$ cat src/rtl/neuron_feeder.sv
// Collects N (weight, input) pairs, fires a one-cycle neuron enable, waits LAT cycles
// for the result and hands it downstream. Optional NEURON_FEEDER_CNT_EN adds done_cnt_o.
module neuron_feeder #(
    parameter int N   = 4,
    parameter int W   = 16,
    parameter int LAT = 2
) (
    input  logic           clk_i,
    input  logic           rst_n_i,
    input  logic           flush_i,
    input  logic           in_valid_i,
    output logic           in_ready_o,
    input  logic [W-1:0]   weight_i,
    input  logic [W-1:0]   x_i,
    output logic           en_o,
    output logic [N*W-1:0] weights_o,
    output logic [N*W-1:0] x_o,
    input  logic [W-1:0]   result_i,
    output logic           out_valid_o,
    input  logic           out_ready_i,
    output logic [W-1:0]   out_data_o
`ifdef NEURON_FEEDER_CNT_EN
    ,
    output logic [15:0]    done_cnt_o
`endif
);

    localparam int IW = $clog2(N);
    localparam int CW = (LAT > 1) ? $clog2(LAT) : 1;
    localparam logic [IW-1:0] IDX_LAST = IW'(N - 1);
    localparam logic [CW-1:0] CNT_LOAD = CW'(LAT - 1);

    typedef enum logic [1:0] {LOAD, FIRE, WAIT, OUT} state_t;

    state_t              state_q, state_d;
    logic [IW-1:0]       idx_q, idx_d;
    logic [CW-1:0]       waitCnt_q, waitCnt_d;
    logic [N-1:0][W-1:0] weightVec_q;
    logic [N-1:0][W-1:0] inputVec_q;
    logic [W-1:0]        result_q;
    logic                transfer;
    logic                capture;
    logic                handshake;

    // Flush wins over every other transition, including a pending load or handshake.
    always_comb begin
        state_d     = state_q;
        idx_d       = idx_q;
        waitCnt_d   = waitCnt_q;
        capture     = 1'b0;
        in_ready_o  = (state_q == LOAD);
        en_o        = (state_q == FIRE);
        out_valid_o = (state_q == OUT) && !flush_i;
        transfer    = in_ready_o && in_valid_i && !flush_i;
        handshake   = out_valid_o && out_ready_i;

        case (state_q)
            LOAD: begin
                if (transfer) begin
                    if (idx_q == IDX_LAST) begin
                        idx_d   = '0;
                        state_d = FIRE;
                    end else begin
                        idx_d = idx_q + IW'(1);
                    end
                end
            end
            FIRE: begin
                state_d   = WAIT;
                waitCnt_d = CNT_LOAD;
            end
            WAIT: begin
                if (waitCnt_q == '0) begin
                    capture = 1'b1;
                    state_d = OUT;
                end else begin
                    waitCnt_d = waitCnt_q - CW'(1);
                end
            end
            OUT: begin
                if (handshake) begin
                    state_d = LOAD;
                end
            end
            default: state_d = LOAD;
        endcase

        if (flush_i) begin
            state_d   = LOAD;
            idx_d     = '0;
            waitCnt_d = '0;
            capture   = 1'b0;
        end
    end

    always_ff @(posedge clk_i or negedge rst_n_i) begin
        if (!rst_n_i) begin
            state_q   <= LOAD;
            idx_q     <= '0;
            waitCnt_q <= '0;
        end else begin
            state_q   <= state_d;
            idx_q     <= idx_d;
            waitCnt_q <= waitCnt_d;
        end
    end

    // Vectors change only on accepted pairs, so the neuron sees them stable from FIRE onwards.
    always_ff @(posedge clk_i or negedge rst_n_i) begin
        if (!rst_n_i) begin
            weightVec_q <= '0;
            inputVec_q  <= '0;
            result_q    <= '0;
        end else begin
            if (transfer) begin
                weightVec_q[idx_q] <= weight_i;
                inputVec_q[idx_q]  <= x_i;
            end
            if (capture) begin
                result_q <= result_i;
            end
        end
    end

    assign weights_o  = weightVec_q;
    assign x_o        = inputVec_q;
    assign out_data_o = result_q;

`ifdef NEURON_FEEDER_CNT_EN
    logic [15:0] doneCnt_q;

    always_ff @(posedge clk_i or negedge rst_n_i) begin
        if (!rst_n_i) begin
            doneCnt_q <= '0;
        end else if (handshake) begin
            doneCnt_q <= doneCnt_q + 16'd1;
        end
    end

    assign done_cnt_o = doneCnt_q;
`endif

endmodule

$ cat config.mk
export PLATFORM = sky130hd
export DESIGN_NAME = neuron_feeder
export DESIGN_NICKNAME = d
export VERILOG_FILES = /design/src/rtl/neuron_feeder.sv
export SDC_FILE = /design/constraint.sdc
export NUM_CORES = 1
export LEC_CHECK = 0
export BUFFER_PORTS_ARGS = -buffer_cell sky130_fd_sc_hd__clkbuf_2
export CORE_MARGIN = 5
export CORE_UTILIZATION = 35
export DETAILED_ROUTE_END_ITERATION = 10
export PLACE_DENSITY = 0.67
export SYNTH_ARGS = -nofsm -noshare
export SYNTH_HDL_FRONTEND = slang
export SYNTH_SLANG_ARGS = --single-unit
export TNS_END_PERCENT = 5
$ cat constraint.sdc
create_clock -name clk_i -period 2.24 [get_ports clk_i]
set_input_delay 0.336 -clock clk_i [delete_from_list [all_inputs] [get_ports clk_i]]
set_output_delay 0.336 -clock clk_i [all_outputs]
set_load 0.02 [all_outputs]
==> results.toml, run 1 <==
[yosys]
synth_top_area_share = 0.643
synthTopCellsByArea = "dfrtp_1 (64%), mux2_2 (26%), buf_6 (1.9%), ha_1 (1.9%), mux2_1 (1.6%)"
synth.most_common_cell = "dfrtp_1"
synthFlopType = "dfrtp_1"
postSynthAreaPerCell_um2 = 16.8
ys_async_sr_fraction = 1.00
synth_seq_cells = 149
seq_area_frac_synth = 0.643
ys_warn_count = 0
synth_edf_count = 0
netlist.top_cell.by_area = "dfrtp_1"
synthesis.area_um2 = 5800
synthTopCellsByCount = "dfrtp_1 (149), mux2_2 (136), buf_6 (10), ha_1 (9), mux2_1 (8)"
synthDistinctLibCells = 26
synthCells = 346
syn-num-nets = 408

[global_routing]
grt_max_degree = 58
overflow = 0
grt_use_total = 0.143
antenna_found_initial = 0
grt_first_pass_wirelength_um = 21900
first_global_vias = 4013

[final_layout]
n_fill_cell = 1506
stdcell_area_um2 = 7660
layout.nets = 624
n_antenna_cell = 0
regArea_um2 = 3730
multiInputGateArea_um2 = 1920
area_growth_pct = 32.2
drive_above_1_share = 0.667

[clock_network]
cts_tree = "yes"
clockBufferDepth = 2
post-cts-setup-buffer-count = 0
cts-resized-gates = 0
clock_latency_ns = 0.41
root_buffer = "clkbuf_16"
clkTransAtPathRegs_ns = 0.06
h-tree-depth = 4
numCtsBuffers = 17
cts.sinks = 149

[routing]
vias_per_cell = 4.63
first_iter_violations = 63
drc_errors = 0
drtPass1Iterations = 4
vias = 3671
postRouteAntennaNets = 0
wire_per_inst_um = 16.9
wl_um = 13400

[sta]
finalHoldViolations = 0
postLayoutSetupSlackWorst_ns = 0.326
fin_setup_tns_ns = 0
grt_setup_unrepaired = "false"
finalSetupViolations = 0
drv_slew = 0
finClkSkew_ns = 0.00779
timing.fmax_ghz = 0.522
fin_crit_ns = 1.91
max-slew-margin-rel = 0.632
period_share = 0.854
worst_slew_pin_slew_ns = 0.553

[floorplan]
coreArea_um2 = 16400
initial_core_util = 0.353
die-area_um2 = 19200
die_w_um = 139
rows = 47
io_pins = 200
die_h_um = 139

[worst_setup_path]
path_cells = "inv_1, ha_1, nand2_2, nor2_4, nand2_2, buf_4, mux2_2"
max_stage_delay_ns = 0.41
crit_path_top_delay_cell = "dfrtp_1"
crit_fanout = 21
crit_arrival_ns = 2.20
path_class = "reg -> reg"
crit_required_ns = 2.53
timing.critical_path.mode_cell = "nand2_2"
crit_path_end_kind = "flip-flop"
startpoint_type = "flip-flop"

[place]
io_buffers = 199
placed_area_um2 = 7070
place_ws_ns = 0.317
place.gp.congestion = 0.723
dp_hpwl_um = 9920

[worst_hold_path]
hold_class = "in -> reg"

[power_and_ir_drop]
pwr_density_cell_nw_per_um2 = 1500
finalPower_uw = 11500
vdd_drop_max_mv = 0.765
leakagePower_uw = 0.00397

[run_status]
status = "finished, final reports clean"

[flow_run]
max-cap-violations = 0
==> registers in the layout, summed over array words and instances (netlist names) <==
register    flops
x_o            64
waitCnt_q       1
out_data_o     16
state_q         2
idx_q           2
weights_o      64
==> logic make-up (layout without fill, tap and decap cells) <==
| logic type | Yosys count | count (layout) | synth area share |
|---|---|---|---|
| DFF | 149 | 149 | 0.643 |
| muxes | 144 | 144 | 0.280 |
| and+or+nand+nor | 19 | 19 | 0.0233 |
| buffers and inverters | 18 | 245 | 0.0259 |
| adders and majority gates | 9 | 9 | 0.0194 |
| AOI/OAI and AO/OA | 6 | 6 | 0.00691 |
| xor gates and xnor gates | 1 | 1 | 0.00151 |
==> timing repair <==
action                     in CTS  in global routing
hold buffers                    1                  0
setup endpoints to repair       0                  0
hold endpoints to repair       54                  0
==> cell type report <==
class,count,area share
multi-input combinational,179,0.250
clock inverter,10,0.0173
timing repair buffer,211,0.149
clock buffer,20,0.0583
inverter,4,0.00196
sequential,149,0.487
tap,220,0.0359
==> cells in the final DEF (no fill, tap or decap), types with 2 or more instances in the layout <==
master | Yosys | final
ha_1 | 9 | 9
mux2_1 | 8 | 8
nand2_1 | 3 | 3
clkinvlp_4 | 0 | 3
nand2_2 | 4 | 4
clkbuf_16 | 0 | 17
clkinv_2 | 0 | 4
bufinv_16 | 0 | 3
nor2_1 | 4 | 4
clkbuf_1 | 0 | 2
buf_12 | 0 | 4
dfrtp_1 | 149 | 149
mux2_2 | 136 | 136
clkbuf_2 | 0 | 198
inv_1 | 4 | 4
buf_4 | 1 | 7
==> stage by stage <==
step	hold slack [ns]	utilization	instances
finish	0.142	0.467	793
global route	0.127	0.467	793
CTS	0.118	0.467	793
detailed placement	0.351	0.431	762
global placement	0.338	0.431	762
floorplan	0.0404	-	346
==> report_power, final <==
group / switching (µW) / internal [µW]
Combinational: 2510 / 1700
Sequential: 624 / 3850
Clock: 1060 / 1760
==> routing by layer <==
| layer | vias up | global-route usage | share of wire |
|---|---|---|---|
| li1 | 1651 | - | - |
| met1 | 1874 | 0.165 | 0.40 |
| met2 | 128 | 0.240 | 0.51 |
| met3 | 18 | 0.0586 | 0.076 |
| met4 | 0 | 0.0551 | 0.020 |
| met5 | - | 0 | 0 |
==> path summary, 6_finish.rpt <==
path	start	to	slack, ns	cells past startpoint
max	state_q[0]	x_o[33]	0.33	7
min	result_i[7]	out_data_o[7]	0.14	2
max reg2reg	state_q[0]	x_o[33]	0.33	7
min reg2reg	out_data_o[8]	out_data_o[8]	0.48	1
max in group asynchronous	rst_n_i	x_o[36]	1.14	3
min in group asynchronous	rst_n_i	weights_o[57]	0.47	2
==> worst max-delay path: cells and delay by family (launching register included) <==
| kind | cells | cell delay, ns |
|---|---|---|
| fa+ha+maj | 1 | 0.30 |
| buf+inv | 2 | 0.40 |
| flops | 1 | 0.41 |
| mux | 1 | 0.38 |
| simple gates | 3 | 0.28 |
(Power assumes the default switching activity.)
==> run 2, diff against run 1 <==
- CTS_BUF_LIST: not set -> sky130_fd_sc_hd__clkbuf_2 sky130_fd_sc_hd__clkbuf_4 sky130_fd_sc_hd__clkbuf_8
==> run 2 against run 1 <==
  * Combinational power about the same
  * Non-clock buffer count stayed put
  * Wire length decreased by 0.66%
  * Clock skew about the same
  * Die area unchanged
  * Critical path depth is the same
  * Global-route usage is 0.15 points lower
  * Sequential share of layout area is 1.2 points higher
  * Largest cell class unchanged
  * Critical path type unchanged
  * Power is 6.4% lower
  * Flip-flop and latch count did not move
  * Critical endpoint unchanged
==> results.toml, run 2 (synthesis gave the netlist of run 1 again) <==
[place]
place_inst = 762
place_ws_ns = 0.317
io_buffers = 199
dp_hpwl_um = 9920
place.gp.congestion = 0.723

[clock_network]
clock_latency_ns = 0.43
cts.sinks = 149
numCtsBuffers = 17
clkTransAtPathRegs_ns = 0.08
root_buffer = "clkbuf_8"
post-cts-setup-buffer-count = 0
clockBufferDepth = 2
cts_tree = "yes"
h-tree-depth = 4

[sta]
period_share = 0.856
finalSetupViolations = 0
finalHoldViolations = 0
finClkSkew_ns = 0.00805
drv_slew = 0
postLayoutSetupSlackWorst_ns = 0.324
timing.fmax_ghz = 0.522
grt_setup_unrepaired = "false"
timing.hold.ws_ns = 0.119
fin_crit_ns = 1.92
worst_slew_pin_slew_ns = 0.548
fin_setup_tns_ns = 0
max-slew-margin-rel = 0.635

[power_and_ir_drop]
finalPower_uw = 10800
swShare = 0.379
clkPwrFrac = 0.194
vdd_drop_max_mv = 0.762
power_switching_uw = 4080
leakagePower_uw = 0.00389
p_int_uw = 6680
combPwrFrac = 0.391
p_seq_frac = 0.415
pwr_density_cell_nw_per_um2 = 1440

[global_routing]
grt_first_pass_wirelength_um = 21800
grt_max_degree = 58
first_global_vias = 4017
overflow = 0
antenna_found_initial = 0
grt_use_total = 0.142

[flow_run]
max-cap-violations = 0

[final_layout]
area_growth_pct = 29.0
drive_above_1_share = 0.670
n_antenna_cell = 0
fin_cells = 793
final_common_cell = "clkbuf_2"
final_cell_mix = "clkbuf_2 (198), dfrtp_1 (149), mux2_2 (136), clkbuf_8 (18), ha_1 (9)"
layout.nets = 624

[worst_setup_path]
crit_arrival_ns = 2.23
startpoint_type = "flip-flop"
cp.buffers_inverters = 2
path_delay_family = "flip-flops"
path_depth = 7
timing.critical_path.mode_cell = "nand2_2"
crit_path_top_delay_cell = "dfrtp_1"
crit_fanout = 21
max_stage_delay_ns = 0.42
reg2reg_depth = 7
crit_required_ns = 2.55
crit_path_end_kind = "flip-flop"
path_class = "reg -> reg"
path_cells = "inv_1, ha_1, nand2_2, nor2_4, nand2_2, buf_4, mux2_2"

[floorplan]
coreArea_um2 = 16400
die-area_um2 = 19200
io_pins = 200
initial_core_util = 0.353
die_h_um = 139
die_w_um = 139
rows = 47

[worst_hold_path]
hold_class = "in -> reg"
whs_path_depth = 2

[routing]
vias = 3656
wire_per_inst_um = 16.8
postRouteAntennaNets = 0
drc_errors = 0
wl_um = 13300
drtPass1Iterations = 5
vias_per_cell = 4.61
first_iter_violations = 97

[run_status]
status = "finished, final reports clean"
[run 2: power groups by stage]
stage          sequential (µW)  clock (µW)  combinational, µW
5_1_grt                   4620        2310               4480
3_3_place_gp              4480           0               4180
6_report                  4470        2090               4210
3_5_place_dp              4530           0               4280
2_1_floorplan             5860           0               1210
4_1_cts                   4480        2190               4290
[run 2: cell type report]
class                   count  area [µm²]
repair buffers            211        1140
multi-input cells         179        1920
well taps                 220         275
clock inverters            10         133
flip-flops and latches    149        3730
fillers                  1534        8930
inverters                   4        15.0
clock buffers              20         263
[run 2: per-stage QoR]
| stage | utilization | area, µm² |
|---|---|---|
| finish | 0.456 | 7480 |
| global route | 0.456 | 7480 |
| CTS | 0.456 | 7480 |
| detailed placement | 0.431 | 7070 |
| global placement | 0.431 | 7070 |
| floorplan | - | 5800 |
[run 2: layer usage]
layer  share of wire  routed length [µm]  track usage  up-vias
met5               0                   0            0        -
met4           0.019                 248       0.0489        0
met3           0.075                1000       0.0576       15
met2            0.51                6760        0.241      123
met1            0.40                5310        0.163     1865
li1                -                   -            -     1653
[run 2: worst paths after layout]
path / from / end / slack [ns]
max in group asynchronous: rst_n_i / x_o[36] / 1.16
min: result_i[7] / out_data_o[7] / 0.12
max: state_q[0] / x_o[33] / 0.32
min in group asynchronous: rst_n_i / out_data_o[12] / 0.45
min reg2reg: out_data_o[8] / out_data_o[8] / 0.49
max reg2reg: state_q[0] / x_o[33] / 0.32
[run 2: what timing repair did]
item / CTS / global route
setup endpoints to repair: 0 / 0
hold buffers: 1 / 0
hold endpoints to repair: 54 / 0
gates resized for setup: 0 / 0
[run 2: worst reg2reg max path, stage by stage, from the launching register on]
cell	delay [ns]
dfrtp_1	0.42
inv_1	0.10
ha_1	0.30
nand2_2	0.15
nor2_4	0.06
nand2_2	0.08
buf_4	0.30
mux2_2	0.41
==> run 3, diff against run 2 <==
- CORE_MARGIN: 5 -> not set
- PLACE_DENSITY: 0.67 -> 0.7
- clock period: 2.24 -> 1.75 ns (I/O delays scaled with it)
==> run 3 against run 2 <==
  * Sequential share of layout area is 0.87 points lower
  * Combinational power is 28% higher
  * Clock-buffer cell count is 1 higher
  * Sequential power is 28% higher
  * Power is 29% higher
  * Utilization is 2.0 points higher
  * Die area is 11% lower
  * Clock skew is 0.00054 ns lower
  * Setup slack worse by 0.23 ns
  * First-iteration DRC count is 27% lower
  * Wire length is 3.9% lower
  * Register-to-register slack worse by 0.22 ns
  * Critical path type is now reg -> out
  * Critical endpoint is now out_valid_o
  * Largest cell class unchanged
==> results.toml, run 3 (synthesis gave the netlist of run 1 again) <==
[run_status]
status = "finished, final reports clean"

[sta]
grt_setup_unrepaired = "false"
finalHoldViolations = 0
drv_slew = 0
finClkSkew_ns = 0.00750
timing.hold.ws_ns = 0.0371
timing.fmax_ghz = 0.602
fin_crit_ns = 1.66
worst_slew_pin_slew_ns = 0.438
fin_setup_tns_ns = 0
finalSetupViolations = 0
max-slew-margin-rel = 0.708
postLayoutSetupSlackWorst_ns = 0.0902
period_share = 0.948

[routing]
vias = 3640
wire_per_inst_um = 16.1
wl_um = 12800
postRouteAntennaNets = 0
drc_errors = 0
drtPass1Iterations = 4
first_iter_violations = 71
vias_per_cell = 4.58

[worst_setup_path]
startpoint_type = "flip-flop"
reg2reg_depth = 5
crit_required_ns = 1.49
path_class = "reg -> out"
rr_startpoint = "state_q[0]"
regToRegSetupSlack_ns = 0.10
crit_fanout = 3
crit_path_end_kind = "output port"
timing.rr.end = "out_data_o[14]"
crit_arrival_ns = 1.40

[floorplan]
die_h_um = 131
initial_core_util = 0.362
rows = 46
io_pins = 200
coreArea_um2 = 16000
die_w_um = 131
die-area_um2 = 17100

[global_routing]
grt_use_total = 0.153
antenna_found_initial = 0
grt_max_degree = 46
first_global_vias = 3810
overflow = 0
grt_first_pass_wirelength_um = 19400

[power_and_ir_drop]
leakagePower_uw = 0.00395
pwr_density_cell_nw_per_um2 = 1820
finalPower_uw = 13900
vdd_drop_max_mv = 0.903

[final_layout]
n_fill_cell = 1461
drive_above_1_share = 0.680
stdcell_area_um2 = 7610
n_antenna_cell = 0
final_common_cell = "clkbuf_2"
area_growth_pct = 31.3
layout.nets = 630
final_cell_mix = "clkbuf_2 (197), dfrtp_1 (149), mux2_2 (136), clkbuf_8 (21), buf_4 (9)"

[clock_network]
root_buffer = "clkbuf_8"
cts_tree = "yes"
numCtsBuffers = 17
clock_latency_ns = 0.43
cts.sinks = 149
clockBufferDepth = 2
clkTransAtPathRegs_ns = 0.08
h-tree-depth = 4
post-cts-setup-buffer-count = 0

[flow_run]
max-cap-violations = 0

[place]
placed_area_um2 = 7150
dp_hpwl_um = 9290
io_buffers = 199
place_ws_ns = 0.0185
place.gp.congestion = 0.733

[worst_hold_path]
hold_class = "in -> reg"
min_from = "result_i[10]"
whs_path_depth = 2
min_to = "out_data_o[10]"
-- run 3: power breakdown --
| part | switching (µW) | internal (µW) |
|---|---|---|
| logic | 3180 | 2220 |
| clock network | 1220 | 1540 |
| registers | 778 | 4920 |
| total | 5170 | 8680 |
-- run 3: worst max-delay path by stage --
stage,startpoint,to,slack (ns),cells after the start
detailed placement,state_q[1],weights_o[39],0.02,7
CTS,state_q[1],weights_o[41],0.003,7
global route,state_q[0],out_valid_o,0.02,4
floorplan,state_q[1],weights_o[0],0.06,7
global placement,state_q[1],weights_o[27],0.10,7
finish,state_q[0],out_valid_o,0.09,4
-- run 3: cell type report --
type / instances / area [µm²] / area share
Sequential cell: 149 / 3730 / 0.490
Clock buffer: 21 / 289 / 0.0380
Clock inverter: 9 / 126 / 0.0166
Multi-Input combinational cell: 179 / 1940 / 0.255
Tap cell: 216 / 270 / 0.0355
Timing Repair Buffer: 217 / 1240 / 0.163
Inverter: 4 / 15.0 / 0.00197
-- run 3: worst max-delay path, cell delays in order, from the launching register on --
cell and delay, ns:
dfrtp_1 0.41, buf_6 0.14, ha_4 0.15, nor2b_1 0.12, buf_4 0.15
-- run 3: stage by stage --
step                std cells   util
floorplan                 346      -
global placement          764  0.447
detailed placement        764  0.447
CTS                       795  0.474
global route              795  0.476
finish                    795  0.476
-- run 3: per-layer routing --
metal	wire length (µm)	track usage	vias to the layer above
met2	6230	0.250	127
met4	159	0.0622	0
met5	0	0	-
met1	5450	0.181	1839
li1	-	-	1662
met3	959	0.0590	12
-- run 3: timing repair --
item | in CTS | in global routing
hold endpoints to repair | 40 | 0
resized for setup | 0 | 9
hold buffers | 1 | 0
setup endpoints to repair | 0 | 98
